### src/rtl/regfile_write_arbiter.sv
`default_nettype none
// ============================================================================
// Module   : regfile_write_arbiter
// Purpose  : Shares one register-file write port between an ALU writeback
//            source (A) and a memory-load writeback source (B). Each source
//            has a valid/ready handshake and a 1-entry holding register.
//            Round-robin between different destinations, age order when both
//            target the same register. Scoreboard ports flag held writes.
// Options  : RF_WB_FWD_EN - adds fwd_data1/fwd_data2 forwarding outputs.
// Revision : 1.0 - initial release
// ============================================================================
module regfile_write_arbiter #(
  parameter int DATA_W           = 32,
  parameter int ADDR_W           = 5,
  parameter int CNT_W            = 16,
  parameter int ZERO_REG_DISCARD = 1
) (
  input  logic              clk,
  input  logic              reset,
  input  logic              a_valid,
  output logic              a_ready,
  input  logic [ADDR_W-1:0] a_addr,
  input  logic [DATA_W-1:0] a_data,
  input  logic              b_valid,
  output logic              b_ready,
  input  logic [ADDR_W-1:0] b_addr,
  input  logic [DATA_W-1:0] b_data,
  output logic              wr_en,
  output logic [ADDR_W-1:0] wr_addr,
  output logic [DATA_W-1:0] wr_data,
  input  logic [ADDR_W-1:0] chk_addr1,
  input  logic [ADDR_W-1:0] chk_addr2,
  output logic              chk_hit1,
  output logic              chk_hit2,
  output logic [CNT_W-1:0]  stall_cnt
`ifdef RF_WB_FWD_EN
  ,
  output logic [DATA_W-1:0] fwd_data1,
  output logic [DATA_W-1:0] fwd_data2
`endif
);

  localparam logic c_DISCARD_R0 = (ZERO_REG_DISCARD != 0);

  // Holding registers and arbitration state
  logic              r_hv_a;
  logic [ADDR_W-1:0] r_addr_a;
  logic [DATA_W-1:0] r_data_a;
  logic              r_hv_b;
  logic [ADDR_W-1:0] r_addr_b;
  logic [DATA_W-1:0] r_data_b;
  logic              r_prio;      // 0: A wins next conflict, 1: B wins
  logic              r_a_older;   // held A entry was loaded no later than held B
  logic [CNT_W-1:0]  r_stall_cnt;

  logic w_grant_a;
  logic w_grant_b;
  logic w_a_zero;
  logic w_b_zero;
  logic w_a_load;
  logic w_b_load;
  logic w_stall;
  logic w_m_a1;
  logic w_m_b1;
  logic w_m_a2;
  logic w_m_b2;

  // Grant selection: single holder wins; same target goes by age; otherwise round-robin
  always_comb begin
    w_grant_a = 1'b0;
    w_grant_b = 1'b0;
    if (!reset) begin
      if (r_hv_a && r_hv_b) begin
        if (r_addr_a == r_addr_b) begin
          w_grant_a = r_a_older;
        end else begin
          w_grant_a = !r_prio;
        end
        w_grant_b = !w_grant_a;
      end else begin
        w_grant_a = r_hv_a;
        w_grant_b = r_hv_b;
      end
    end
  end

  assign w_a_zero = c_DISCARD_R0 && (r_addr_a == '0);
  assign w_b_zero = c_DISCARD_R0 && (r_addr_b == '0);

  // Write port driven straight from the granted holding register; r0 entries drain silently
  always_comb begin
    wr_en   = (w_grant_a && !w_a_zero) || (w_grant_b && !w_b_zero);
    wr_addr = w_grant_a ? r_addr_a : r_addr_b;
    wr_data = w_grant_a ? r_data_a : r_data_b;
  end

  // A holding register may refill in the same cycle it drains
  assign a_ready  = !reset && (!r_hv_a || w_grant_a);
  assign b_ready  = !reset && (!r_hv_b || w_grant_b);
  assign w_a_load = a_valid && a_ready;
  assign w_b_load = b_valid && b_ready;
  assign w_stall  = (a_valid && !a_ready) || (b_valid && !b_ready);

  // Scoreboard matches; discarded r0 entries never count as pending
  assign w_m_a1 = !reset && r_hv_a && !w_a_zero && (r_addr_a == chk_addr1);
  assign w_m_b1 = !reset && r_hv_b && !w_b_zero && (r_addr_b == chk_addr1);
  assign w_m_a2 = !reset && r_hv_a && !w_a_zero && (r_addr_a == chk_addr2);
  assign w_m_b2 = !reset && r_hv_b && !w_b_zero && (r_addr_b == chk_addr2);
  assign chk_hit1 = w_m_a1 || w_m_b1;
  assign chk_hit2 = w_m_a2 || w_m_b2;

`ifdef RF_WB_FWD_EN
  // Forwarding picks the younger entry when both match, since it is the one written last
  always_comb begin
    fwd_data1 = '0;
    fwd_data2 = '0;
    if (w_m_a1 && w_m_b1) begin
      fwd_data1 = r_a_older ? r_data_b : r_data_a;
    end else if (w_m_a1) begin
      fwd_data1 = r_data_a;
    end else if (w_m_b1) begin
      fwd_data1 = r_data_b;
    end
    if (w_m_a2 && w_m_b2) begin
      fwd_data2 = r_a_older ? r_data_b : r_data_a;
    end else if (w_m_a2) begin
      fwd_data2 = r_data_a;
    end else if (w_m_b2) begin
      fwd_data2 = r_data_b;
    end
  end
`endif

  assign stall_cnt = r_stall_cnt;

  // Holding register, priority, age and stall counter updates
  always_ff @(posedge clk) begin
    if (reset) begin
      r_hv_a      <= 1'b0;
      r_addr_a    <= '0;
      r_data_a    <= '0;
      r_hv_b      <= 1'b0;
      r_addr_b    <= '0;
      r_data_b    <= '0;
      r_prio      <= 1'b0;
      r_a_older   <= 1'b1;
      r_stall_cnt <= '0;
    end else begin
      if (w_a_load) begin
        r_hv_a   <= 1'b1;
        r_addr_a <= a_addr;
        r_data_a <= a_data;
      end else if (w_grant_a) begin
        r_hv_a <= 1'b0;
      end
      if (w_b_load) begin
        r_hv_b   <= 1'b1;
        r_addr_b <= b_addr;
        r_data_b <= b_data;
      end else if (w_grant_b) begin
        r_hv_b <= 1'b0;
      end
      if (r_hv_a && r_hv_b) begin
        r_prio <= w_grant_a;
      end
      // A is older unless it loads behind a B entry that stays held
      if (w_a_load) begin
        r_a_older <= w_b_load || !(r_hv_b && !w_grant_b);
      end else if (w_b_load) begin
        r_a_older <= 1'b1;
      end
      if (w_stall && !(&r_stall_cnt)) begin
        r_stall_cnt <= r_stall_cnt + 1'b1;
      end
    end
  end

endmodule
`default_nettype wire

### config.mk
export PLATFORM = sky130hd
export DESIGN_NAME = regfile_write_arbiter
export DESIGN_NICKNAME = d
export VERILOG_FILES = /design/src/rtl/regfile_write_arbiter.sv
export SDC_FILE = /design/constraint.sdc
export NUM_CORES = 1
export LEC_CHECK = 0
export CELL_PAD_IN_SITES_DETAIL_PLACEMENT = 1
export CELL_PAD_IN_SITES_GLOBAL_PLACEMENT = 1
export CORE_AREA = 2 2 109 137
export DETAILED_ROUTE_END_ITERATION = 6
export DIE_AREA = 0 0 111 139
export PLACE_DENSITY = 0.82
export SLEW_MARGIN = 20
export SYNTH_ARGS = -nofsm -noshare
export SYNTH_HDL_FRONTEND = slang
export SYNTH_SLANG_ARGS = --single-unit
### constraint.sdc
create_clock -name clk -period 4.15 [get_ports clk]
set_input_delay 0.83 -clock clk [delete_from_list [all_inputs] [get_ports clk]]
set_output_delay 0.83 -clock clk [all_outputs]
set_load 0.01 [all_outputs]
# == Yosys cells after proc, flatten, opt, wreduce, memory -nomap -nowiden ==
# Index checks and enable logic that the tools add are counted.
# classes
n_addsub,1
n_eq_ne,5
mux,15
reduce_logical,44
# ops
operator,count
2-to-1 mux 32 bit,1
== test 5 bit,5
logical AND 1 bit,19
adder 16 x 1 -> 16 bit (second input constant),1
AND reduction 16 bit,1
2-to-1 mux 1 bit,13
zero test 1 bit,12
zero test 5 bit,2
logical OR 1 bit,7
nonzero test 2 bit,3
2-to-1 mux 5 bit,1
# word_totals
ff_bits,94
input_bits,88
out_inout_bits,58
elab_cells,74

# == Logic depth before layout (Yosys ltp) ==
# logic_depth
word_depth,13
ltp_mapped,9

# == Worst setup path before layout ==
# OpenSTA, ideal clock, no wires.
# synth_path
path_kind,register -> output
from,register r_addr_b[3]
to,output wr_data[10]
arrival_time_ns,2.435
setup_slack_ns,0.885
path_stages_with_launch,9
path_cell_list,dfxtp_1 > clkbuf_1 > xor2_1 > or3_1 > o21ai_2 > nand2_2 > a211oi_4 > buf_4 > mux2_1
# synth_via
elab_chain_len,7
# synth_rtl
element,line,text
"start, declared",50,logic [ADDR_W-1:0] r_addr_b;
"start signal, assigned",158,r_addr_b <= b_addr;
== test 5 bit,74,if (r_addr_a == r_addr_b) begin
2-to-1 mux 1 bit,74,
2-to-1 mux 1 bit,73,if (r_hv_a && r_hv_b) begin
2-to-1 mux 1 bit,72,if (!reset) begin
2-to-1 mux 1 bit,73,
2-to-1 mux 1 bit,72,
2-to-1 mux 32 bit,94,wr_data = w_grant_a ? r_data_a : r_data_b;
"end, declared",30,"output logic [DATA_W-1:0] wr_data,"
# Every way passes these cells. The select of a mux whose other input is x is not followed.

# == Final worst setup path ==
# Same ends and word-level chain as after synthesis.

==> run summary <==
status: finished clean
largest family of logic cells by synthesized area: simple AND/OR/NAND/NOR gates
share of the yosys chip area belonging to registers: 38.9%
clock sink count: 94
flops & latches, synth: 94
Mean Syn Cell Area: 9.17 um2
Detailed Route Iter0 Violations: 138
Compound-Gate Fraction of Synth Area: 7.72%
slowest stage cell, crit path: clkdlybuf4s50_1
Worst Setup End Kind: output port
die width: 111 um
row cnt: 49
Post-Synthesis Cells: 528
FFs w/ async S/R, synth: 0%
final WL: 14400 um
Setup TNS Final: 0 ps
Slew HR: 42.8%
die height: 139 um
Vias: 4182
Worst Path Required: 3320 ps
max-slew violation count: 0
Yosys cell types: 44
core area: 14200 um2
Synth warnings: 0
CTS Buf Count: 9
DR DRC count: 0
mux cell area share after synthesis: 20.4%
final core occ: 48.2%
Setup Viol. Count Final: 0
class of the worst hold path: reg -> reg
commonest non-fill, non-tap cell in the layout: clkdlybuf4s50_1
global-route wire length before repair: 23200 um
clk_lat worst skew: 350 ps
fillcell total: 1619
Synth-to-Final Area Change: 41.0%
clock slew at reported path FFs: 70 ps
total die area: 15400 um2
Post-Synth Simple-Gate Area: 23.6%
number of enable flip-flop cells after synthesis: 0
CTS max path bufs: 2
Layout Nets: 744
Startpoint Class: flip-flop
CP max stage delay: 490 ps
Fin Hold WS: 471 ps
Synth Net Count: 617
IO Port Bufs: 145
XOR/XNOR share of the synthesized area: 4.52%
Pleak: 2.64 nW
Max Freq: 0.250 GHz
most frequent cells in the layout: 144 x clkdlybuf4s50_1, 87 x dfxtp_1, 67 x mux2_1
Worst Path Arrival: 3180 ps
CTS tree: built
critical path class: reg -> out
GR Util All Layers: 18.5%
TritonRoute pass-1 iters: 4
drt wl/cell: 17.1 um
Worst Skew: 8.64 ps
via/cell ratio: 4.99
Clk Tree Root Cell: clkbuf_16
antenna violations before repair: 0
crit path max fanout: 18
pwr dens: 342 nW/um2
GP Congestion: 0.814
Top FF cell, synth: dfxtp_1
largest net degree at the start of global routing: 75
post-route ant nets: 0
Fin. Hold Viols: 0
remaining global-route overflow: 0
vias in the first global route: 4530
RSZ-0062 raised after global routing: no
# diodes: 0
adder-cell share of the synthesized area: 0.258%
CP Cell Sequence: xor2_1 -> or3_1 -> or3_4 -> nand2_4 -> a211oi_4 -> buf_4 -> clkbuf_16 -> mux2_1 -> clkdlybuf4s50_1
CTS H-tree lvls: 3
Top Ports: 146
fin crit share: 96.6%
DP HPWL: 10100 um
initial core utilization: 34.2%
Max-Cap Viols: 0
worst-margin pin slew: 856 ps
Synth Cell Area: 4840 um2
Max VDD drop: 0.220 mV
layout cells sized above 1: 9.70%
fin crit period: 4010 ps
hold buffers post-CTS: 0
metrics by stage:
step	setup slack, ps	cell area (um2)	instances	total power, mW
after detailed placement	365	6420	818	1.43
after floorplan	885	4840	528	1.22
after CTS	1.59	6760	834	2.36
after global placement	405	6420	818	1.41
after global routing	23.1	6830	838	2.44
final	142	6830	838	2.34
sequential cells by signal, summed over array words and instances, names as in the netlist:
register / flops
r_addr_b: 5
stall_cnt: 16
r_hv_a: 1
r_a_older: 1
r_prio: 1
r_data_a: 32
r_addr_a: 5
r_data_b: 32
r_hv_b: 1
kinds of logic after synthesis:
logic type / count (synthesis)
mux: 88
flops: 94
simple gates: 210
xor+xnor: 25
compound gates: 62
fa+ha+maj: 1
buf+inv: 48
worst paths after layout:
| kind | from | to | slack [ps] | cells after the start |
|---|---|---|---|---|
| setup / recovery | r_addr_b[3] | wr_data[10] | 140 | 9 |
| hold / removal | r_data_b[2] | r_data_b[2] | 470 | 2 |
| setup reg to reg | r_addr_b[3] | r_data_a[15] | 1220 | 7 |
| hold reg to reg | r_data_b[2] | r_data_b[2] | 470 | 2 |
where the power goes:
group          switching [mW]  internal (mW)  leakage, nW  total (mW)
clock                   0.374          0.548        0.155       0.922
sequential             0.0421          0.962        0.777        1.00
combinational           0.173          0.238         1.71       0.411
total                   0.589           1.75         2.64        2.34
critical path: cells and delay by family (launching register included):
family          cells  cell delay, ps
simple gates        3            1030
buf+inv             3             860
flops               1             360
mux                 1             330
xor+xnor            1             180
compound gates      1              60
cell usage after synthesis (2+ instances only):
library cell / count / share of area (%)
o31ai_1: 2 / 0.31
mux2_2: 20 / 4.7
xnor2_1: 11 / 2.0
clkbuf_1: 27 / 2.1
nor3b_1: 2 / 0.31
or4_1: 3 / 0.46
inv_1: 6 / 0.46
dfxtp_1: 94 / 39
nor2_1: 21 / 1.6
a21oi_1: 8 / 0.83
and4_1: 2 / 0.36
mux2_1: 67 / 16
buf_6: 3 / 0.70
nand4_1: 11 / 1.4
and2_1: 2 / 0.26
nand2b_1: 39 / 5.0
a211oi_4: 2 / 0.83
or3_1: 2 / 0.26
xor2_1: 14 / 2.5
o21ai_0: 39 / 4.0
and3_1: 5 / 0.65
nor3_1: 14 / 1.4
nand2_1: 46 / 3.6
buf_1: 2 / 0.16
buf_4: 3 / 0.46
nand3_1: 7 / 0.72
a31oi_1: 3 / 0.39
nor4bb_1: 2 / 0.41
nor2b_1: 50 / 6.5
buf_2: 7 / 0.72
routing by layer:
layer | part of all wire (%) | global-route usage [%] | vias to the layer above
met5 | 0 | 0 | -
met4 | 2.2 | 7.30 | 0
met3 | 4.4 | 3.72 | 22
met2 | 53 | 34.9 | 99
met1 | 40 | 20.1 | 2014
li1 | - | - | 2047
timing repair:
item | 4_1_cts | 5_1_grt
cloned | 0 | 1
setup endpoints to repair | 37 | 37
endpoints found under the hold margin | 0 | 0
gates resized for setup | 1 | 9
pin swaps | 0 | 2
setup buffers | 0 | 3
cell type report:
class / count / area, um2 / share of cell area [%]
clock inverter: 6 / 92.6 / 1.36
sequential: 94 / 1890 / 27.7
tap: 178 / 223 / 3.26
clock buffer: 10 / 239 / 3.50
multi-input combinational: 386 / 2770 / 40.6
inverter: 6 / 22.5 / 0.330
timing repair buffer: 158 / 1590 / 23.3
Power figures use the tool's default switching activity.
